===== src/rtl/pair_reorder_in_buffer.sv =====
// Ping-pong input buffer for the 32-point FFT: serial natural-order samples in, butterfly pairs (x[k], x[k+16]) out.
// Optional: define PAIR_REORDER_BITREV_IN_EN to accept a bit-reversed input stream.
module pair_reorder_in_buffer #(
  parameter int unsigned WORD_LEN = 11
) (
  input  logic                clk,
  input  logic                i_rst,
  input  logic [WORD_LEN-1:0] in_data,
  input  logic                in_valid,
  output logic [WORD_LEN-1:0] out_up,
  output logic [WORD_LEN-1:0] out_down,
  output logic                out_valid,
  output logic                out_last
);

  typedef enum logic {IDLE, OUT} state_t;

  state_t              state_q;
  logic [4:0]          wr_cnt_q, wr_cnt_d;
  logic [4:0]          wr_addr;
  logic                in_bank_q, in_bank_d;
  logic                rd_bank_q;
  logic [3:0]          rd_cnt_q;
  logic                out_valid_q;
  logic                frame_done;
  logic [WORD_LEN-1:0] bank_q [2][32];

`ifdef PAIR_REORDER_BITREV_IN_EN
  always_comb begin
    wr_addr = '0;
    for (int unsigned i = 0; i < 5; i++) begin
      wr_addr[i] = wr_cnt_q[4-i];
    end
  end
`else
  always_comb wr_addr = wr_cnt_q;
`endif

  always_comb begin
    frame_done = in_valid & (wr_cnt_q == 5'd31);
    wr_cnt_d   = wr_cnt_q;
    in_bank_d  = in_bank_q;
    if (in_valid) begin
      wr_cnt_d = wr_cnt_q + 5'd1;
    end
    if (frame_done) begin
      in_bank_d = ~in_bank_q;
    end
  end

  always_ff @(posedge clk) begin
    if (i_rst) begin
      wr_cnt_q    <= '0;
      in_bank_q   <= 1'b0;
      rd_bank_q   <= 1'b0;
      rd_cnt_q    <= '0;
      state_q     <= IDLE;
      out_valid_q <= 1'b0;
      for (int unsigned b = 0; b < 2; b++) begin
        for (int unsigned w = 0; w < 32; w++) begin
          bank_q[b[0]][w[4:0]] <= '0;
        end
      end
    end else begin
      wr_cnt_q  <= wr_cnt_d;
      in_bank_q <= in_bank_d;
      if (in_valid) begin
        bank_q[in_bank_q][wr_addr] <= in_data;
      end
      // Reading the just-filled bank cannot collide with refilling it: 16 read cycles vs >= 32 fill cycles.
      case (state_q)
        IDLE: begin
          if (frame_done) begin
            state_q     <= OUT;
            rd_cnt_q    <= '0;
            rd_bank_q   <= in_bank_q;
            out_valid_q <= 1'b1;
          end
        end
        OUT: begin
          rd_cnt_q <= rd_cnt_q + 4'd1;
          if (rd_cnt_q == 4'd15) begin
            state_q     <= IDLE;
            out_valid_q <= 1'b0;
          end
        end
        default: begin
          state_q     <= IDLE;
          out_valid_q <= 1'b0;
        end
      endcase
    end
  end

  assign out_up    = bank_q[rd_bank_q][{1'b0, rd_cnt_q}];
  assign out_down  = bank_q[rd_bank_q][{1'b1, rd_cnt_q}];
  assign out_valid = out_valid_q;
  assign out_last  = out_valid_q & (rd_cnt_q == 4'd15);

endmodule


===== config.mk =====
export PLATFORM = sky130hd
export DESIGN_NAME = pair_reorder_in_buffer
export DESIGN_NICKNAME = d
export VERILOG_FILES = /design/src/rtl/pair_reorder_in_buffer.sv
export SDC_FILE = /design/constraint.sdc
export NUM_CORES = 1
export LEC_CHECK = 0
export CORE_MARGIN = 5
export CORE_UTILIZATION = 62
export CTS_BUF_LIST = sky130_fd_sc_hd__clkbuf_4 sky130_fd_sc_hd__clkbuf_8 sky130_fd_sc_hd__clkbuf_16
export CTS_CLUSTER_DIAMETER = 50
export DETAILED_ROUTE_END_ITERATION = 12
export PLACE_DENSITY = 0.79
export SLEW_MARGIN = 20
export SYNTH_ARGS = -nofsm -noshare
export SYNTH_HDL_FRONTEND = slang
export SYNTH_SLANG_ARGS = --single-unit

===== constraint.sdc =====
create_clock -name clk -period 2.5 [get_ports clk]
set_input_delay 0.375 -clock clk [delete_from_list [all_inputs] [get_ports clk]]
set_output_delay 0.375 -clock clk [all_outputs]
set_load 0.02 [all_outputs]

Word-level counts from Yosys, hierarchy flattened
Memories as Yosys holds them, arrays and structs flattened. A register that Yosys moved wholly into a read port is not among the register bits.
Cells that the tools add are included.
Word-level totals
  bits in registers: 13
  memory bits (writable): 704
  bits of input ports: 14
  output and inout port bits: 24
  word-level logic and storage cells: 54
  memories: 1
Memories
  bank_q: depth 2, width 352, rd ports 1, clocked after memory_dff 1, wr ports 2, line 26  | logic [WORD_LEN-1:0] bank_q [2][32];
Operators by class
  add/sub/neg operators: 2
  order comparisons: 4
  equality and inequality tests: 4
  multiplexer cells: 26
  bitwise operators: 7
  reduce and logical (&&, ||, !) cells: 4
Operators by type and width (number)
  $mux W352: 3
  $reduce_or A352 Y1: 1
  $bmux W11 S5: 2
  $demux W11 S5: 1
  $mux W11: 5
  $ge A6 B6 Y1 const B: 3
  $not A5 Y6: 2
  $mux W1: 11
  $pmux W4 S2: 1
  $lt A6 B1 Y1 const B: 1
  $not A4 Y6: 1
  $add A5 B1 Y5 const B: 1
  $eq A5 B5 Y1 const B: 1
  $add A4 B1 Y4 const B: 1
  $eq A4 B4 Y1 const B: 1
  $mux W4: 1
  $pmux W1 S2: 2
  $reduce_and A2 Y1: 2
  $and A1 B1 Y1: 2
  $ne A2 B1 Y1 const B: 1
  $ne A2 B2 Y1 const B: 1
  $not A1 Y1: 2
  $logic_and A1 B1 Y1: 1

Longest topological paths before layout
Gate-level depths: netlist of run 1.
  word-level depth: 8
  depth in mapped cells: 9
  mapped depth without buffers: 7

Least setup slack after synthesis of run 1
Ideal clock, no wire load.
  path type: register -> register
  start: reg wr_cnt_q[0], in the netlist wr_addr[0]
  end: mem bank_q[0][319] (netlist bit), enable pin
  library setup time: 0.381 ns
  arrival time: 1.771 ns
  required time: 2.119 ns
  path slack: 0.348 ns
  stages on the path, launching flop included: 8
  path buffers: 2
  clock period less this slack: 2.152 ns
  cells stage by stage: dfxtp_1 -> inv_1 -> ha_1 -> buf_4 -> nor2b_1 -> clkbuf_1 -> nand2_1 -> o21bai_1
RTL lines
  start, declared: line 19  | logic [4:0] wr_cnt_q, wr_cnt_d;
  start signal, assigned: line 65  | wr_cnt_q <= wr_cnt_d;
  end, declared: line 26

Worst setup path after layout of run 1
  start: reg rd_cnt_q[0]
  end: out out_down[6]
Between the ends
  cells in the longest elaborated chain, start to end: 4
RTL lines
  start, declared: line 23  | logic [3:0] rd_cnt_q;
  start signal, assigned: line 81  | rd_cnt_q <= rd_cnt_q + 4'd1;
  $not A5 Y6 (implied by the code): line 96  | assign out_down = bank_q[rd_bank_q][{1'b1, rd_cnt_q}];
  $bmux W11 S5: line 96
  $mux W11 (implied by the code) (2 in a row): line 96
  end, declared: line 11  | output logic [WORD_LEN-1:0] out_down,
No other way between the ends. The select of a mux whose other input is x is not followed.

==> flow_summary.yaml, run 1 <==
status:
  status: "complete, but fails checks"
  violations: "negative setup slack"
power_and_ir_drop:
  p_comb_share_pct: 5.2
  powerDensity_mw_per_mm2: 705
  fin_total_pwr_mw: 26.2
  power.share.switching_pct: 21.9
  vdd_drop_max_v: 0.000627
  p_int_mw: 20.5
  p_leak_nw: 12.3
  seq_power_share_pct: 53.3
  power.switching_mw: 5.74
  p_clk_share_pct: 41.4
detailed_routing:
  via_per_inst: 6.66
  ant_nets: 0
  drt_wl_total_mm: 90.0
  drc: 0
  vias: 20400
  dr.pass1.iters: 6
  wl_per_cell_um: 29.4
  drt_iter0_drc: 3116
logic_synthesis:
  synth.top_cells.by_area: "edfxtp_1 68%, mux2i_1 12%, nor2_1 3.5%"
  synthTopCellsByCount: "704 x edfxtp_1, 356 x mux2i_1, 285 x nor2_1, 132 x a22oi_1, 88 x nand3_1"
  yosys.area.top_type: "edfxtp_1"
  syn_area_per_cell_um2: 14.4
  synth-async-reset-ratio_pct: 0
  synth_nets: 2162
  synth_seq_cells: 718
  yosysMostFrequentCell: "edfxtp_1"
  synthCells: 2142
  synth_cell_type_count: 39
  seq_area_frac_synth_pct: 69.4
  ys_warn_count: 0
  synthFlopType: "edfxtp_1"
  syn_area_mm2: 0.0309
  synth_top_cell_area_share_pct: 68.5
  synth_enable_flop_cells: 704
worst_hold_path:
  hold_class: "in2reg"
die:
  io_pins: 38
  die_w_um: 233
  dieArea_mm2: 0.0544
  die_h_um: 233
  fp.coreArea_mm2: 0.0492
  rows: 81
  initial_core_util_pct: 62.8
final_layout:
  layout.nets: 2355
  fin_cells: 3059
  layout-drive-gt1-share_pct: 27.0
  synthToLayoutAreaGrowth_pct: 20.5
worst_setup_path:
  crit_fanout: 22
  critical_path_arrival_ps: 2520
  cp-end-kind: "output port"
  cp.required_ps: 2120
  worstSetupPathType: "reg2out"
  start_kind: "register"
timing:
  whs_ps: 415
  timing.fmax_ghz: 0.346
  min_period_ps: 2890
  setup_viol: 22
  report.final.slew_viol_count: 0
  maxSlewHeadroom_pct: 37.4
  tightest_slew_ps: 939
  rsz0062_at_grt: "yes"
  hold_viol_final: 0
  finClkSkew_ps: 29.9
  fin_ws_ps: -391
  period_share_pct: 116
cts:
  clock_path_buffers: 3
  numClockSinks: 718
  clk_latency_ps: 630
  htreeDepth: 3
  cts_tree: "built"
  cts-buffers-inserted: 73
  cts_root_buffer: "clkbuf_16"
  path_clk_slew_ps: 60
  hold_buffers: 0
job:
  drv_cap: 0
placed_design:
  numPortBuffers: 37
  post-place-ws_ps: -304
  gp_congestion: 0.916
  dp_hpwl_mm: 52.2
  dp.cells: 2864
global_routing:
  grt_pass1_vias: 20200
  grt_max_degree: 78
  grt_overflow: 0
  track_usage_pct: 32.9
  grt_pass1_wl_mm: 131
  antenna_found_initial: 1
-- worst max-delay path, stage by stage (launching register included) --
cell	delay [ps]
dfxtp_1	410
nor2b_4	240
buf_12	210
buf_8	180
a21oi_1	100
buf_4	170
nand3_1	130
nand4_1	210
buf_6	210
-- layout make-up --
class,count,area [µm²]
fill,2681,12000
timing repair buffer,302,3530
inverter,2,7.51
multi-input combinational,1238,9000
clock buffer,88,1990
antenna,1,2.50
clock inverter,46,397
tap,664,831
sequential,718,21400
-- routing by layer --
layer,vias to the layer above,wire length [µm],GRT usage (%)
met5,-,8,0
met4,2,5450,17.5
met3,328,11100,7.03
met2,1595,42200,51.2
met1,10000,31200,44.0
li1,8416,-,-
-- through the flow --
step,setup TNS [ps],area (µm²),util [%]
4_1_cts,-6740,36800,74.8
6_report,-6640,37200,75.7
2_1_floorplan,0,30900,-
3_3_place_gp,-45860,33400,67.9
5_1_grt,-7590,37200,75.7
3_5_place_dp,-72350,33400,67.9
-- what timing repair did --
action                                 4_1_cts  5_1_grt
pin swaps                                   57       32
setup endpoints to repair                   56       23
gates resized for setup                    213       63
cloned                                      10        3
endpoints found under the hold margin        0        0
setup buffers                               35       13
-- state kept, by name, indices dropped and copies added (netlist names), named ones only --
signal,count
state_q,1
bank_q,704
out_valid,1
rd_cnt_q,4
in_bank_q,1
wr_addr,5
rd_bank_q,1
-- power groups by stage --
stage / clock network (mW) / registers (mW) / logic, mW
5_1_grt: 11.5 / 14.0 / 1.41
6_report: 10.9 / 14.0 / 1.37
4_1_cts: 10.9 / 14.0 / 1.32
3_3_place_gp: 0 / 14.2 / 1.27
2_1_floorplan: 0 / 14.2 / 0.651
3_5_place_dp: 0 / 14.2 / 1.30
-- cells by family (layout without fill, tap and decap cells) --
| logic type | count (synthesis) | in the layout | synth area share (%) |
|---|---|---|---|
| multiplexers | 356 | 356 | 11.5 |
| flip-flops | 718 | 718 | 69.4 |
| XOR/XNOR | 4 | 4 | 0.113 |
| AND/OR/NAND/NOR | 622 | 622 | 9.74 |
| other | 0 | 1 | 0 |
| adder cells (fa/ha/maj) | 6 | 6 | 0.243 |
| AO/OA/AOI/OAI | 250 | 250 | 5.79 |
| buffers and inverters | 186 | 438 | 3.21 |
-- cells in the final DEF, fill, tap and decap left out, types with 4 or more instances in the layout --
cell type and n:
nand2_1 79, a22oi_1 112, buf_6 24, nand2b_1 4, nor2_2 81, buf_8 6
o21bai_1 32, and3_1 13, dfxtp_1 10, nand3_1 51, a31o_2 31, nor2_1 284
nor2_4 6, and2_2 6, buf_16 14, a21oi_1 45, edfxtp_1 704, mux2i_2 19
bufinv_16 5, buf_4 182, nand2_2 4, nand2_4 10, and2_1 8, nor2b_1 5
clkbuf_16 79, mux2i_1 329, a21oi_2 5, nand3_2 34, mux2i_4 8, a22oi_2 20
clkinv_2 17, clkdlybuf4s50_1 13, nand4_1 23, ha_1 6, clkbuf_4 12, buf_12 57
clkinv_1 15
-- worst paths after layout --
check | start | end | slack (ps) | cells after the start
setup reg to reg | wr_addr[0] | bank_q[0][187] | 160 | 8
hold / removal | i_rst | in_bank_q | 410 | 3
setup / recovery | rd_cnt_q[0] | out_down[6] | -390 | 8
hold reg to reg | rd_bank_q | register | 530 | 2
Note: power is estimated with default switching activity, not from simulation.
==> run 2, diff against run 1 <==
==> constraint.sdc (replaced) <==
create_clock -name clk -period 3.15 [get_ports clk]
set_input_delay 0.4725 -clock clk [delete_from_list [all_inputs] [get_ports clk]]
set_output_delay 0.4725 -clock clk [all_outputs]
set_load 0.02 [all_outputs]
==> flow_summary.yaml, run 2 (synthesis gave the netlist of run 1 again) <==
worst_setup_path:
  worstSetupPathType: "reg2out"
  cp-end-kind: "output port"
  critical_path_arrival_ps: 2700
  cp.required_ps: 2680
  start_kind: "register"
  crit_fanout: 25
placed_design:
  numPortBuffers: 37
  gp_congestion: 0.897
  post-place-ws_ps: 350
  dp.cells: 2786
  dp_hpwl_mm: 51.8
timing:
  min_period_ps: 3170
  timing.fmax_ghz: 0.316
  whs_ps: 314
  finClkSkew_ps: 20.5
  fin_ws_ps: -17.8
  period_share_pct: 101
  tightest_slew_ps: 999
  setup_viol: 1
  hold_viol_final: 0
  report.final.slew_viol_count: 0
  maxSlewHeadroom_pct: 33.4
  rsz0062_at_grt: "yes"
job:
  drv_cap: 0
status:
  violations: "negative setup slack"
  status: "complete, but fails checks"
die:
  rows: 81
  io_pins: 38
  die_h_um: 233
  initial_core_util_pct: 62.8
  fp.coreArea_mm2: 0.0492
  die_w_um: 233
  dieArea_mm2: 0.0544
cts:
  numClockSinks: 718
  path_clk_slew_ps: 60
  cts_root_buffer: "clkbuf_16"
  clock_path_buffers: 3
  htreeDepth: 3
  hold_buffers: 0
  clk_latency_ps: 620
  cts_tree: "built"
  cts-buffers-inserted: 73
power_and_ir_drop:
  p_leak_nw: 11.4
  vdd_drop_max_v: 0.000539
  powerDensity_mw_per_mm2: 587
detailed_routing:
  wl_per_cell_um: 30.0
  via_per_inst: 6.72
  dr.pass1.iters: 6
  drc: 0
  vias: 19700
  drt_iter0_drc: 2882
  ant_nets: 0
  drt_wl_total_mm: 87.8
final_layout:
  layout_commonest_cell: "edfxtp_1"
  largest_reg_flops: 704
  layout.nets: 2226
  fin_cells: 2927
  layout-drive-gt1-share_pct: 19.8
  synthToLayoutAreaGrowth_pct: 14.0
  max_flop_register: "bank_q"
  final_cell_mix: "704 x edfxtp_1, 337 x mux2i_1, 284 x nor2_1, 123 x a22oi_1, 101 x buf_4"
global_routing:
  grt_overflow: 0
  grt_pass1_wl_mm: 128
  grt_max_degree: 64
  track_usage_pct: 32.4
  antenna_found_initial: 2
  grt_pass1_vias: 19600
worst_hold_path:
  hold_class: "in2reg"
-- run 2: cell count changes in the layout (fill, tap and decap cells not counted), sizes merged, moves of 2 or more --
| cell | before | now |
|---|---|---|
| buf | 283 | 134 |
| dlygate4sd2 | 0 | 16 |
| clkinv | 34 | 21 |
| clkbuf | 91 | 103 |
| clkdlybuf4s15 | 1 | 4 |
| inv | 6 | 4 |
-- run 2: area by class of cell --
cell class              instances  area, µm²
flip-flops and latches        718      21400
fillers                      3033      13900
multi-input cells            1238       8710
clock buffers                 101       2110
repair buffers                173       1860
well taps                     664        831
clock inverters                29        251
inverters                       2       7.51
diodes                          2       5.00
-- run 2: routing by layer --
layer  GRT usage [%]  part of all wire [%]  vias to the layer above
met4            19.2                   7.4                        2
met5               0                 0.016                        -
met2            51.5                    47                     1518
li1                -                     -                     8132
met3            6.65                    11                      344
met1            41.7                    34                     9676
-- run 2: timing repair --
item | in CTS | in global routing
endpoints found under the hold margin | 0 | 0
gates cloned | 4 | 0
buffers inserted | 5 | 0
resized for setup | 70 | 19
pin swaps | 1 | 0
setup endpoints to repair | 22 | 11
-- run 2: worst paths after layout --
check                                 start       endpoint  slack [ps]  cells past startpoint
worst min-delay path                  i_rst     wr_addr[3]         310                      2
worst min register to register  rd_cnt_q[3]    rd_cnt_q[3]         530                      2
worst max-delay path               register      out_up[3]         -20                      7
worst max register to register   wr_addr[0]  bank_q[0][95]         350                      8
-- run 2: worst max-delay path, cell delays in order (launching register included) --
cell and delay [ps]:
dfxtp_4 410, buf_12 190, buf_12 240, mux2i_1 120
a22oi_1 400, nand3_1 140, nand4_1 160, dlygate4sd2_1 390
-- run 2: report_power, final --
part,switching [mW],internal (mW)
combinational,0.740,0.269
sequential,0.136,11.0
clock,3.54,5.03
-- run 2: per-stage QoR --
step                      util (%)  area (µm²)  TNS, ps  total power [mW]
after floorplan                  -       30900        0              11.8
after global placement        65.9       32400        0              12.2
after detailed placement      65.9       32400        0              12.3
after CTS                     71.5       35200        0              20.6
after global routing          71.6       35200    -17.5              21.2
final                         71.6       35200    -17.8              20.7
